[src/rtl/nx_ram_arbiter.sv]
// nx_ram_arbiter
// Round-robin arbiter sharing one nx_ram port between REQUESTERS clients.
// A single winner per cycle is chosen combinationally from i_req_valid,
// starting the search at the round-robin pointer. The RAM port is driven
// combinationally from the winner. Read responses return RD_LATENCY
// cycles after acceptance, tagged with a one-hot per-client strobe.
//
// Optional feature macro: NX_RAM_ARBITER_LOCK_EN
//   defined   : ARB/LOCKED FSM; a client transferring with i_req_lock=1
//               keeps exclusive grant until it drops lock or valid.
//   undefined : pure round-robin, i_req_lock ignored.
//
// Ports
//   i_clk, i_rst_n          clock, asynchronous active-low reset
//   i_req_valid/o_req_ready per-client handshake (ready one-hot or zero)
//   i_req_addr/_wr_data     per-client address and write data
//   i_req_wr_en             per-client 1=write, 0=read
//   i_req_lock              per-client grant hold (lock build only)
//   o_rsp_valid/o_rsp_data  one-hot read strobe, shared read data
//   o_ram_en/_wr_en/_addr/_wr_data, i_ram_rd_data   RAM port
module nx_ram_arbiter #(
    parameter int REQUESTERS    = 4,
    parameter int ADDRESS_WIDTH = 10,
    parameter int DATA_WIDTH    = 32,
    parameter int RD_LATENCY    = 1,
    parameter int ID_WIDTH      = $clog2(REQUESTERS)
) (
    input  logic                                      i_clk,
    input  logic                                      i_rst_n,
    input  logic [REQUESTERS-1:0]                     i_req_valid,
    output logic [REQUESTERS-1:0]                     o_req_ready,
    input  logic [REQUESTERS-1:0][ADDRESS_WIDTH-1:0]  i_req_addr,
    input  logic [REQUESTERS-1:0][DATA_WIDTH-1:0]     i_req_wr_data,
    input  logic [REQUESTERS-1:0]                     i_req_wr_en,
    input  logic [REQUESTERS-1:0]                     i_req_lock,
    output logic [REQUESTERS-1:0]                     o_rsp_valid,
    output logic [DATA_WIDTH-1:0]                     o_rsp_data,
    output logic                                      o_ram_en,
    output logic                                      o_ram_wr_en,
    output logic [ADDRESS_WIDTH-1:0]                  o_ram_addr,
    output logic [DATA_WIDTH-1:0]                     o_ram_wr_data,
    input  logic [DATA_WIDTH-1:0]                     i_ram_rd_data
);

    // Search req starting at start, wrapping; returns {found, index}.
    function automatic logic [ID_WIDTH:0] rr_pick(
        input logic [REQUESTERS-1:0] req,
        input logic [ID_WIDTH-1:0]   start
    );
        logic [ID_WIDTH:0] res;
        int                idx;
        res = '0;
        for (int i = 0; i < REQUESTERS; i++) begin
            idx = (int'(start) + i) % REQUESTERS;
            if (!res[ID_WIDTH] && req[idx]) begin
                res = {1'b1, idx[ID_WIDTH-1:0]};
            end else begin
                res = res;
            end
        end
        return res;
    endfunction

    // (id + 1) mod REQUESTERS, valid for non-power-of-two client counts.
    function automatic logic [ID_WIDTH-1:0] inc_mod(input logic [ID_WIDTH-1:0] id);
        if (id == ID_WIDTH'(REQUESTERS - 1)) begin
            return '0;
        end else begin
            return id + ID_WIDTH'(1);
        end
    endfunction

    function automatic logic [REQUESTERS-1:0] onehot(input logic [ID_WIDTH-1:0] id);
        logic [REQUESTERS-1:0] v;
        v     = '0;
        v[id] = 1'b1;
        return v;
    endfunction

    logic [ID_WIDTH-1:0]                   r_rr;
    logic [RD_LATENCY-1:0][REQUESTERS-1:0] r_rsp_pipe;

    logic [REQUESTERS-1:0] w_eligible;
    logic [ID_WIDTH:0]     w_pick;
    logic                  w_found;
    logic [ID_WIDTH-1:0]   w_win_id;
    logic [REQUESTERS-1:0] w_ready;
    logic                  w_read_xfer;
    logic [ID_WIDTH-1:0]   w_rr_next;

`ifdef NX_RAM_ARBITER_LOCK_EN
    typedef enum logic [0:0] {
        ST_ARB    = 1'b0,
        ST_LOCKED = 1'b1
    } state_t;

    state_t              r_state;
    state_t              w_state_next;
    logic [ID_WIDTH-1:0] r_owner;
    logic [ID_WIDTH-1:0] w_owner_next;

    // While locked only the owner may compete for the port.
    always_comb begin
        if (r_state == ST_LOCKED) begin
            w_eligible = i_req_valid & onehot(r_owner);
        end else begin
            w_eligible = i_req_valid;
        end
    end

    // Lock FSM next state: enter on a locking transfer, leave when the
    // owner drops lock or valid.
    always_comb begin
        w_state_next = r_state;
        w_owner_next = r_owner;
        case (r_state)
            ST_ARB: begin
                if (w_found && i_req_lock[w_win_id]) begin
                    w_state_next = ST_LOCKED;
                    w_owner_next = w_win_id;
                end else begin
                    w_state_next = ST_ARB;
                end
            end
            ST_LOCKED: begin
                if (i_req_valid[r_owner] && i_req_lock[r_owner]) begin
                    w_state_next = ST_LOCKED;
                end else begin
                    w_state_next = ST_ARB;
                end
            end
            default: begin
                w_state_next = ST_ARB;
            end
        endcase
    end

    // Pointer next: while locked it always parks just past the owner, so
    // leaving the lock (by release or by dropping valid) resumes there.
    always_comb begin
        if (r_state == ST_LOCKED) begin
            w_rr_next = inc_mod(r_owner);
        end else if (w_found) begin
            w_rr_next = inc_mod(w_win_id);
        end else begin
            w_rr_next = r_rr;
        end
    end

    // Lock FSM state and owner registers.
    always_ff @(posedge i_clk or negedge i_rst_n) begin
        if (!i_rst_n) begin
            r_state <= ST_ARB;
            r_owner <= '0;
        end else begin
            r_state <= w_state_next;
            r_owner <= w_owner_next;
        end
    end
`else
    logic w_lock_unused;
    assign w_lock_unused = ^i_req_lock;
    assign w_eligible    = i_req_valid;

    // Pointer advances past the winner after every transfer.
    always_comb begin
        if (w_found) begin
            w_rr_next = inc_mod(w_win_id);
        end else begin
            w_rr_next = r_rr;
        end
    end
`endif

    assign w_pick      = rr_pick(w_eligible, r_rr);
    assign w_found     = w_pick[ID_WIDTH];
    assign w_win_id    = w_pick[ID_WIDTH-1:0];
    assign w_read_xfer = w_found && !i_req_wr_en[w_win_id];

    // Grant and RAM drive from the winner; everything zero when idle.
    // Ready depends only on inputs and state, never on other outputs.
    always_comb begin
        if (w_found) begin
            w_ready       = onehot(w_win_id);
            o_ram_en      = 1'b1;
            o_ram_wr_en   = i_req_wr_en[w_win_id];
            o_ram_addr    = i_req_addr[w_win_id];
            o_ram_wr_data = i_req_wr_data[w_win_id];
        end else begin
            w_ready       = '0;
            o_ram_en      = 1'b0;
            o_ram_wr_en   = 1'b0;
            o_ram_addr    = '0;
            o_ram_wr_data = '0;
        end
    end

    assign o_req_ready = w_ready;

    // Round-robin pointer and response pipeline. Each stage holds the
    // one-hot client strobe, which encodes {valid, id} in one field.
    always_ff @(posedge i_clk or negedge i_rst_n) begin
        if (!i_rst_n) begin
            r_rr       <= '0;
            r_rsp_pipe <= '0;
        end else begin
            r_rr          <= w_rr_next;
            r_rsp_pipe[0] <= w_read_xfer ? w_ready : '0;
            for (int i = 1; i < RD_LATENCY; i++) begin
                r_rsp_pipe[i] <= r_rsp_pipe[i-1];
            end
        end
    end

    assign o_rsp_valid = r_rsp_pipe[RD_LATENCY-1];
    assign o_rsp_data  = i_ram_rd_data;

endmodule

[config.mk]
export PLATFORM = sky130hd
export DESIGN_NAME = nx_ram_arbiter
export DESIGN_NICKNAME = d
export VERILOG_FILES = /design/src/rtl/nx_ram_arbiter.sv
export SDC_FILE = /design/constraint.sdc
export NUM_CORES = 1
export LEC_CHECK = 0
export ABC_CLOCK_PERIOD_IN_PS = 2100
export CAP_MARGIN = 20
export CORE_AREA = 2 2 117 119
export DETAILED_ROUTE_END_ITERATION = 8
export DIE_AREA = 0 0 119 121
export GPL_TIMING_DRIVEN = 0
export PLACE_DENSITY = 0.63
export SLEW_MARGIN = 25
export SYNTH_ARGS = -nofsm -noshare
export SYNTH_HDL_FRONTEND = slang
export SYNTH_SLANG_ARGS = --single-unit
[constraint.sdc]
create_clock -name i_clk -period 2.1 [get_ports i_clk]
set_input_delay 0.315 -clock i_clk [delete_from_list [all_inputs] [get_ports i_clk]]
set_output_delay 0.315 -clock i_clk [all_outputs]
set_load 0.02 [all_outputs]
=== Yosys cells after proc, flatten, opt, wreduce, memory -nomap -nowiden ===
Cells that the tools add are included.

* Register bits after elaboration: 6
* Bits of input ports: 214
* Output and inout port bits: 84

* Add/subtract/negate cells: 4
* Magnitude comparators: 6
* Eq/ne operators: 1
* Muxes and demuxes: 30
* Bitwise operators: 3
* Reduce and logical (&&, ||, !) cells: 12

{| class="wikitable"
|+ Operators by type and width
! cell !! number
|-
| binary-select mux 32 bit (select 2 bit) || 1
|-
| two-way mux 32 bit || 2
|-
| binary-select mux 10 bit (select 2 bit) || 1
|-
| two-way mux 10 bit || 2
|-
| < comparator 3 x 4 -> 1 bit, second input constant || 3
|-
| two-way mux 3 bit || 4
|-
| two-way mux 1 bit || 11
|-
| binary-select mux 1 bit (select 2 bit) || 5
|-
| two-way mux 4 bit || 2
|-
| < comparator 2 x 3 -> 1 bit, second input constant || 2
|-
| OR reduction 2 bit || 3
|-
| logical AND 1 bit || 5
|-
| adder 2 x 1 -> 2 bit, second input constant || 2
|-
| adder 2 bit, second input constant || 2
|-
| zero test 1 bit || 4
|-
| bitwise AND 1 bit, first input constant || 3
|-
| demux 1 bit (select 2 bit) || 1
|-
| equality test 2 bit, second input constant || 1
|-
| greater-or-equal comparator 2 x 1 -> 1 bit, second input constant || 1
|-
| two-way mux 2 bit || 1
|}

=== Depth between registers and ports, before layout ===
Gate-level depths: netlist of the first run.

* Depth in word-level cells: 20
* Mapped depth: 9

=== Least setup slack after synthesis of the first run ===
No wires, ideal clock.

* Path type: flip-flop to output port
* Start: register r_rr[1]
* End: output o_req_ready[0]
* Arrival time: 1.737 ns
* Data required time: 1.785 ns
* Path slack: 0.048 ns
* Cell stages (with the launch flop): 7
* Buffers on the path: 1
* Cells stage by stage: dfrtp_1 > inv_1 > a21boi_1 > o21ai_2 > clkbuf_1 > ha_1 > nor2b_1

* Cells in the longest elaborated chain, start to end: 17
* Elaborated cells on any way between the ends: 30

{| class="wikitable"
|+ RTL lines
! item !! line !! RTL
|-
| from (decl) || 80 || <nowiki>logic [ID_WIDTH-1:0] r_rr;</nowiki>
|-
| from (signal assigned) || 207 || <nowiki>r_rr <= w_rr_next;</nowiki>
|-
| adder 2 x 1 -> 2 bit / binary-select mux 1 bit (select 2 bit) (equally long branches) || 54, 55 ||
|-
| binary-select mux 1 bit (select 2 bit) / two-way mux 1 bit (equally long branches) || 55 || <nowiki>if (!res[ID_WIDTH] && req[idx]) begin</nowiki>
|-
| two-way mux 1 bit (not written as such) / two-way mux 3 bit (equally long branches) || 55 ||
|-
| two-way mux 1 bit (not written as such) / zero test 1 bit (equally long branches) || 55 ||
|-
| logical AND 1 bit || 55 ||
|-
| two-way mux 3 bit || 55 ||
|-
| zero test 1 bit || 55 ||
|-
| logical AND 1 bit || 55 ||
|-
| two-way mux 3 bit || 55 ||
|-
| zero test 1 bit || 55 ||
|-
| logical AND 1 bit || 55 ||
|-
| two-way mux 3 bit (*) || 55 ||
|-
| < comparator 2 x 3 -> 1 bit (not written as such) / greater-or-equal comparator 2 x 1 -> 1 bit (equally long branches) || 76 || <nowiki>v[id] = 1'b1;</nowiki>
|-
| logical AND 1 bit (not written as such) || 76 ||
|-
| two-way mux 1 bit (not written as such) || 76 ||
|-
| demux 1 bit (select 2 bit) || 76 ||
|-
| two-way mux 4 bit (*) || 183 || <nowiki>if (w_found) begin</nowiki>
|-
| to (decl) || 31 || <nowiki>output logic [REQUESTERS-1:0] o_req_ready,</nowiki>
|}

Mark *: on every way between the ends. The rest lies on a longest branch, timed or not. The select of a mux whose other input is x is not followed.

=== Final worst setup path of the first run ===
* Start: register r_rr[1]
* End: output o_ram_wr_data[22]

* Cells in the longest elaborated chain, start to end: 15
* Elaborated cells on any way between the ends: 27

{| class="wikitable"
|+ RTL lines
! item !! line !! RTL
|-
| adder 2 x 1 -> 2 bit / binary-select mux 1 bit (select 2 bit) (equally long branches) || 54, 55 ||
|-
| binary-select mux 1 bit (select 2 bit) / two-way mux 1 bit (equally long branches) || 55 ||
|-
| two-way mux 1 bit (not written as such) / two-way mux 3 bit (equally long branches) || 55 ||
|-
| two-way mux 1 bit (not written as such) / zero test 1 bit (equally long branches) || 55 ||
|-
| logical AND 1 bit || 55 ||
|-
| two-way mux 3 bit || 55 ||
|-
| zero test 1 bit || 55 ||
|-
| logical AND 1 bit || 55 ||
|-
| two-way mux 3 bit || 55 ||
|-
| zero test 1 bit || 55 ||
|-
| logical AND 1 bit || 55 ||
|-
| two-way mux 3 bit (*) || 55 ||
|-
| binary-select mux 32 bit (select 2 bit) || 188 || <nowiki>o_ram_wr_data = i_req_wr_data[w_win_id];</nowiki>
|-
| two-way mux 32 bit (not written as such) || 188 ||
|-
| two-way mux 32 bit (*) || 183 ||
|-
| to (decl) || 41 || <nowiki>output logic [DATA_WIDTH-1:0] o_ram_wr_data,</nowiki>
|}

Marked as above.

==> flow_summary.toml, run 1 <==
[sta]
slew_headroom_pct = 75.9
hold_viol_final = 0
finalMaxSlewViolations = 0
fin_crit_sh_pct = 110
tightest_slew_ns = 0.362
min_period_ns = 2.32
finalSetupViolCount = 47
fin_skew_ns = 0.000645
setup_ws_ns = -0.215
rsz0062_at_grt = "yes"
timing.fmax_mhz = 432

[setup_path]
crit_required_ns = 1.78
path_cells = "inv_2 -> a21oi_2 -> nand4_1 -> buf_6 -> buf_12 -> clkbuf_16 -> mux2i_1 -> o22ai_1 -> buf_4"
end_kind = "output pin"
crit_arrival_ns = 2.00
cp_max_fo = 5
startpoint = "r_rr[1]$_DFFE_PN0P_"
r2r_start = "r_rr[1]$_DFFE_PN0P_"
path_class = "register to output pin"
startpoint_type = "register"
cp_slowest_cell = "dfrtp_2"
max_stage_delay_ns = 0.41

[yosys]
synth_most_common_cell = "mux2i_1"
synth_edf_count = 0
postSynthAreaPerCell_um2 = 8.40
yosysSeqAreaShare_pct = 8.16
synth-seq-cells = 6
synthTopCellsByArea = "mux2i_1, buf_4, o22ai_1, dfrtp_1, ha_1"
synth_common_cells = "mux2i_1, o22ai_1, buf_4"
syn_nets = 437
yosys.area.top_type = "mux2i_1"
synth_ff_type = "dfrtp_1"
synth_cells = 219
yosys.area.top_type_share_pct = 46.2
ys_warn_count = 0
synth.distinct_cells = 22
synthArstFlopShare_pct = 100
synthesis.area_mm2 = 0.00184

[global_route]
grt_pass1_vias = 3126
overflow = 0
grt_pass1_wl_um = 15600
grt_max_degree = 11
grt_use_total_pct = 13.3
antenna_found_initial = 0

[floorplan]
core_area_mm2 = 0.0131
io_pins = 298
die_w_um = 119
die_y_um = 121
initial_core_util_pct = 14.1
rows = 42
die_area_mm2 = 0.0144

[detailed_routing]
wire_per_inst_um = 15.6
drc = 0
drt-initial-drc-count = 58
vias = 2913
viasPerCell = 4.27
firstDrtPassIters = 4
final_antenna_net_count = 0
drt_wl_total_um = 10600

[power_and_ir_drop]
peakVddDrop_v = 0.000356
p_total_uw = 5150
powerDensity_mw_per_mm2 = 978
p_leak_uw = 0.00238

[layout]
final_nets = 726
multi_input_area_mm2 = 0.00154
utilization_pct = 40.2
drive_gt1_share_pct = 30.6
synthToLayoutAreaGrowth_pct = 186
fill_cells = 1306
register_area_um2 = 151
n_antenna_cell = 0
stdcell_area_mm2 = 0.00527

[clock_network]
hold_buffers = 0
cts-htree-levels = 1
cts_tree = "done"
cts.root.buffer_cell = "clkbuf_16"
cts_buffer_depth = 2
cts.sinks = 6
insertion_delay_ns = 0.23
path_clk_slew_ns = 0.03
cts_buffers = 3

[outcome]
violations = "setup timing"
run_status = "finished, violations left"

[job]
max_cap_viol_count = 0

[placement]
placed_area_mm2 = 0.00467
gp_congestion = 0.805
io_buffers = 261
hpwlAfterDp_um = 8550

[min_path]
min-delay-path-class = "input pin to async pin"
## through the flow
stage / hold slack (ns) / cells / worst slack, ns / TNS (ns)
6_report: 0.327 / 682 / -0.215 / -6.42
4_1_cts: 0.336 / 681 / -0.269 / -8.92
2_1_floorplan: 0.0194 / 219 / 0.0483 / 0
3_3_place_gp: 0.561 / 656 / -1.24 / -59.19
5_1_grt: 0.352 / 682 / -0.335 / -13.39
3_5_place_dp: 0.566 / 656 / -1.30 / -60.49
## critical path: cells and delay by family (launching register included)
kind	cells	cell delay [ns]
mux	1	0.11
compound gates	2	0.31
flops	1	0.41
simple gates	1	0.19
buf+inv	5	0.74
## repair_timing
action                     4_1_cts  5_1_grt
pin swaps                       38        7
setup buffers                   21        1
setup endpoints to repair       53       48
cloned                           2        2
gates resized for setup        321       19
## flip-flops by register name (all words and copies together) (netlist names)
register	count
o_rsp_valid	4
r_rr	2
## layer usage
metal  global-route usage (%)  up-vias  wire [µm]
met4                     2.23        0        124
met3                     2.87       12        911
li1                         -     1373          -
met5                        0        -          0
met2                     27.2      182       5770
met1                     14.0     1346       3830
## kinds of logic (layout without fill, tap and decap cells)
family          count (synthesis)  in the layout  synth area share [%]
compound gates                 49             49                  17.1
fa+ha+maj                       4              4                  2.72
buf+inv                        54            341                  19.1
flops                           6              6                  8.16
mux                            86             86                  47.5
simple gates                   20             20                  5.51
## placed cells by master, fill, tap and decap left out, types with 2 or more instances in the layout
master | Yosys | routed
clkbuf_16 | 0 | 6
buf_6 | 0 | 15
mux2i_2 | 0 | 4
nor2_1 | 3 | 3
nor2b_4 | 0 | 4
inv_2 | 1 | 2
mux2i_4 | 0 | 3
buf_8 | 0 | 2
o22ai_2 | 0 | 3
dfrtp_1 | 6 | 5
dlygate4sd2_1 | 0 | 2
nand2_1 | 6 | 4
clkdlybuf4s50_1 | 0 | 209
buf_4 | 37 | 88
nand2_4 | 0 | 2
o22ai_1 | 42 | 39
o21ai_1 | 2 | 2
buf_12 | 0 | 6
ha_4 | 0 | 4
mux2i_1 | 85 | 78
nor2b_1 | 7 | 3
clkbuf_2 | 0 | 3
## cell type report
| class | instances | area share [%] |
|---|---|---|
| clock buffer | 3 | 1.43 |
| multi-input combinational | 159 | 29.2 |
| timing repair buffer | 284 | 53.1 |
| buffer | 49 | 8.62 |
| tap | 176 | 4.18 |
| sequential | 6 | 2.87 |
| inverter | 5 | 0.570 |
## worst paths after layout
check                      cells past startpoint  slack, ns                        to
max reg2reg                                   10       0.18  o_rsp_valid[0]$_DFF_PN0_
max in group asynchronous                      1       1.54       r_rr[1]$_DFFE_PN0P_
min reg2reg                                    2       0.65       r_rr[1]$_DFFE_PN0P_
max                                            9      -0.22         o_ram_wr_data[22]
min                                            1       0.33  o_rsp_valid[1]$_DFF_PN0_
min in group i_clk                             2       0.65       r_rr[1]$_DFFE_PN0P_
## report_power, final
group / switching (µW) / total, µW / internal, µW
combinational: 2180 / 4640 / 2470
clock: 63.4 / 308 / 244
sequential: 34.1 / 196 / 162
total: 2270 / 5150 / 2880
Note: power is estimated with default switching activity, not from simulation.
==> run 2: changes to the inputs <==
--- a/config.mk
+++ b/config.mk
@@ -7,11 +7,12 @@
 export LEC_CHECK = 0
 export ABC_CLOCK_PERIOD_IN_PS = 2100
 export CAP_MARGIN = 20
-export CORE_AREA = 2 2 117 119
+export CORE_AREA = 2 2 114 116
 export DETAILED_ROUTE_END_ITERATION = 8
-export DIE_AREA = 0 0 119 121
+export DIE_AREA = 0 0 116 118
+export DONT_BUFFER_PORTS = 1
 export GPL_TIMING_DRIVEN = 0
-export PLACE_DENSITY = 0.63
+export PLACE_DENSITY = 0.34
 export SLEW_MARGIN = 25
 export SYNTH_ARGS = -nofsm -noshare
 export SYNTH_HDL_FRONTEND = slang
==> flow_summary.toml, run 2 (synthesized netlist as in run 1, its figures left out) <==
[outcome]
run_status = "finished, violations left"
violations = "setup timing"

[clock_network]
cts_buffer_depth = 2
path_clk_slew_ns = 0.03
cts.sinks = 6
cts_buffers = 3
cts-htree-levels = 1
cts_tree = "done"
insertion_delay_ns = 0.23
cts.root.buffer_cell = "clkbuf_16"

[job]
max_cap_viol_count = 0

[setup_path]
cp_slowest_cell = "dfrtp_2"
cpLargestDelayFamily = "buffers and inverters"
end_kind = "output pin"
crit_required_ns = 1.78
path_cells = "inv_2 -> a21oi_2 -> nand4_1 -> buf_6 -> buf_12 -> mux2i_4 -> o22ai_2"
startpoint_type = "register"
max_stage_delay_ns = 0.41
path_class = "register to output pin"
cp_max_fo = 10
worst-path-buf-inv = 3
crit_arrival_ns = 1.91

[detailed_routing]
viasPerCell = 4.66
firstDrtPassIters = 4
wire_per_inst_um = 21.1
final_antenna_net_count = 0
drt-initial-drc-count = 41
drc = 0
vias = 1932
drt_wl_total_um = 8780

[global_route]
overflow = 0
grt_use_total_pct = 11.3
antenna_found_initial = 0
grt_pass1_wl_um = 11900
grt_max_degree = 12
grt_pass1_vias = 2020

[placement]
hpwlAfterDp_um = 6600
io_buffers = 0
gp_congestion = 0.747
preCtsSetupSlack_ns = -0.911
placed_area_mm2 = 0.00206

[sta]
rsz0062_at_grt = "yes"
tightest_slew_ns = 0.538
min_period_ns = 2.23
fin_crit_sh_pct = 106
slew_headroom_pct = 63.8
timing.fmax_mhz = 449
tns_ns = -4.47
hold_viol_final = 0
finalSetupViolCount = 47
setup_ws_ns = -0.128
finalMaxSlewViolations = 0
fin_skew_ns = 0.00302

[floorplan]
die_area_mm2 = 0.0137
die_y_um = 118
rows = 41
core_area_mm2 = 0.0124
die_w_um = 116
io_pins = 298
initial_core_util_pct = 14.8

[layout]
synthToLayoutAreaGrowth_pct = 77.1
layout_common_cells = "buf_4, mux2i_1, mux2i_2"
fill_cells = 1326
stdcell_area_mm2 = 0.00326
final_common_cell = "buf_4"
n_antenna_cell = 0
drive_gt1_share_pct = 72.8
final_nets = 463
largest_reg_flops = 4

[power_and_ir_drop]
p_total_uw = 4790
p_leak_uw = 0.00127
powerDensity_mw_per_mm2 = 1470
peakVddDrop_v = 0.000429

[min_path]
min-delay-path-class = "input pin to register"
[run 2: cell count changes in the layout (fill, tap and decap cells not counted), sizes merged, moves of 2 or more]
cell           previous run  this run
buf                     112        65
clkdlybuf4s15             2         0
dlygate4sd2               2         0
clkdlybuf4s50           209         0
clkbuf                    9         6
[run 2: path summary, 6_finish.rpt]
path / from / to / slack, ns / depth (start not counted)
max: r_rr[1]$_DFFE_PN0P_ / o_ram_addr[4] / -0.13 / 7
min: i_req_valid[1] / r_rr[0]$_DFFE_PN0P_ / 0.20 / 1
max reg2reg: r_rr[0]$_DFFE_PN0P_ / o_rsp_valid[3]$_DFF_PN0_ / 0.20 / 9
min reg2reg: r_rr[1]$_DFFE_PN0P_ / r_rr[1]$_DFFE_PN0P_ / 0.66 / 2
max in group asynchronous: i_rst_n / r_rr[1]$_DFFE_PN0P_ / 1.46 / 1
min in group asynchronous: i_rst_n / o_rsp_valid[2]$_DFF_PN0_ / 0.41 / 1
[run 2: final cells by class]
class                           instances  area (µm²)  area share, %
Buffer                                 48         477           14.6
Timing Repair Buffer                   21         171           5.26
Sequential cell                         6         151           4.64
Tap cell                              172         215           6.60
Multi-Input combinational cell        160        2150           66.0
Inverter                                5        18.8          0.576
Clock buffer                            3        75.1           2.30
[run 2: routing by layer]
layer / wire, µm / vias up / track usage [%]
li1: - / 861 / -
met1: 3020 / 935 / 12.4
met2: 5030 / 136 / 22.4
met3: 724 / 0 / 2.21
met4: 0 / 0 / 1.19
met5: 0 / - / 0
[run 2: power by group]
part | internal [µW] | total (µW) | switching [µW]
combinational | 1930 | 4260 | 2330
clock | 244 | 303 | 59.5
sequential | 162 | 228 | 66.4
[run 2: timing repair]
action / CTS / global route
pin swaps: 18 / 7
cloned: 1 / 0
endpoints found under the setup margin: 52 / 47
hold buffers: 1 / 0
hold endpoints to repair: 6 / 0
gates resized for setup: 146 / 44
setup buffers: 14 / 7
[run 2: per-stage QoR]
| stage | utilization [%] | std cells | hold slack, ns |
|---|---|---|---|
| final | 26.3 | 415 | 0.198 |
| after global placement | 16.6 | 391 | 0.0195 |
| after CTS | 23.9 | 408 | 0.190 |
| after global routing | 26.3 | 415 | 0.192 |
| after floorplan | - | 219 | 0.0194 |
| after detailed placement | 16.6 | 391 | 0.0195 |
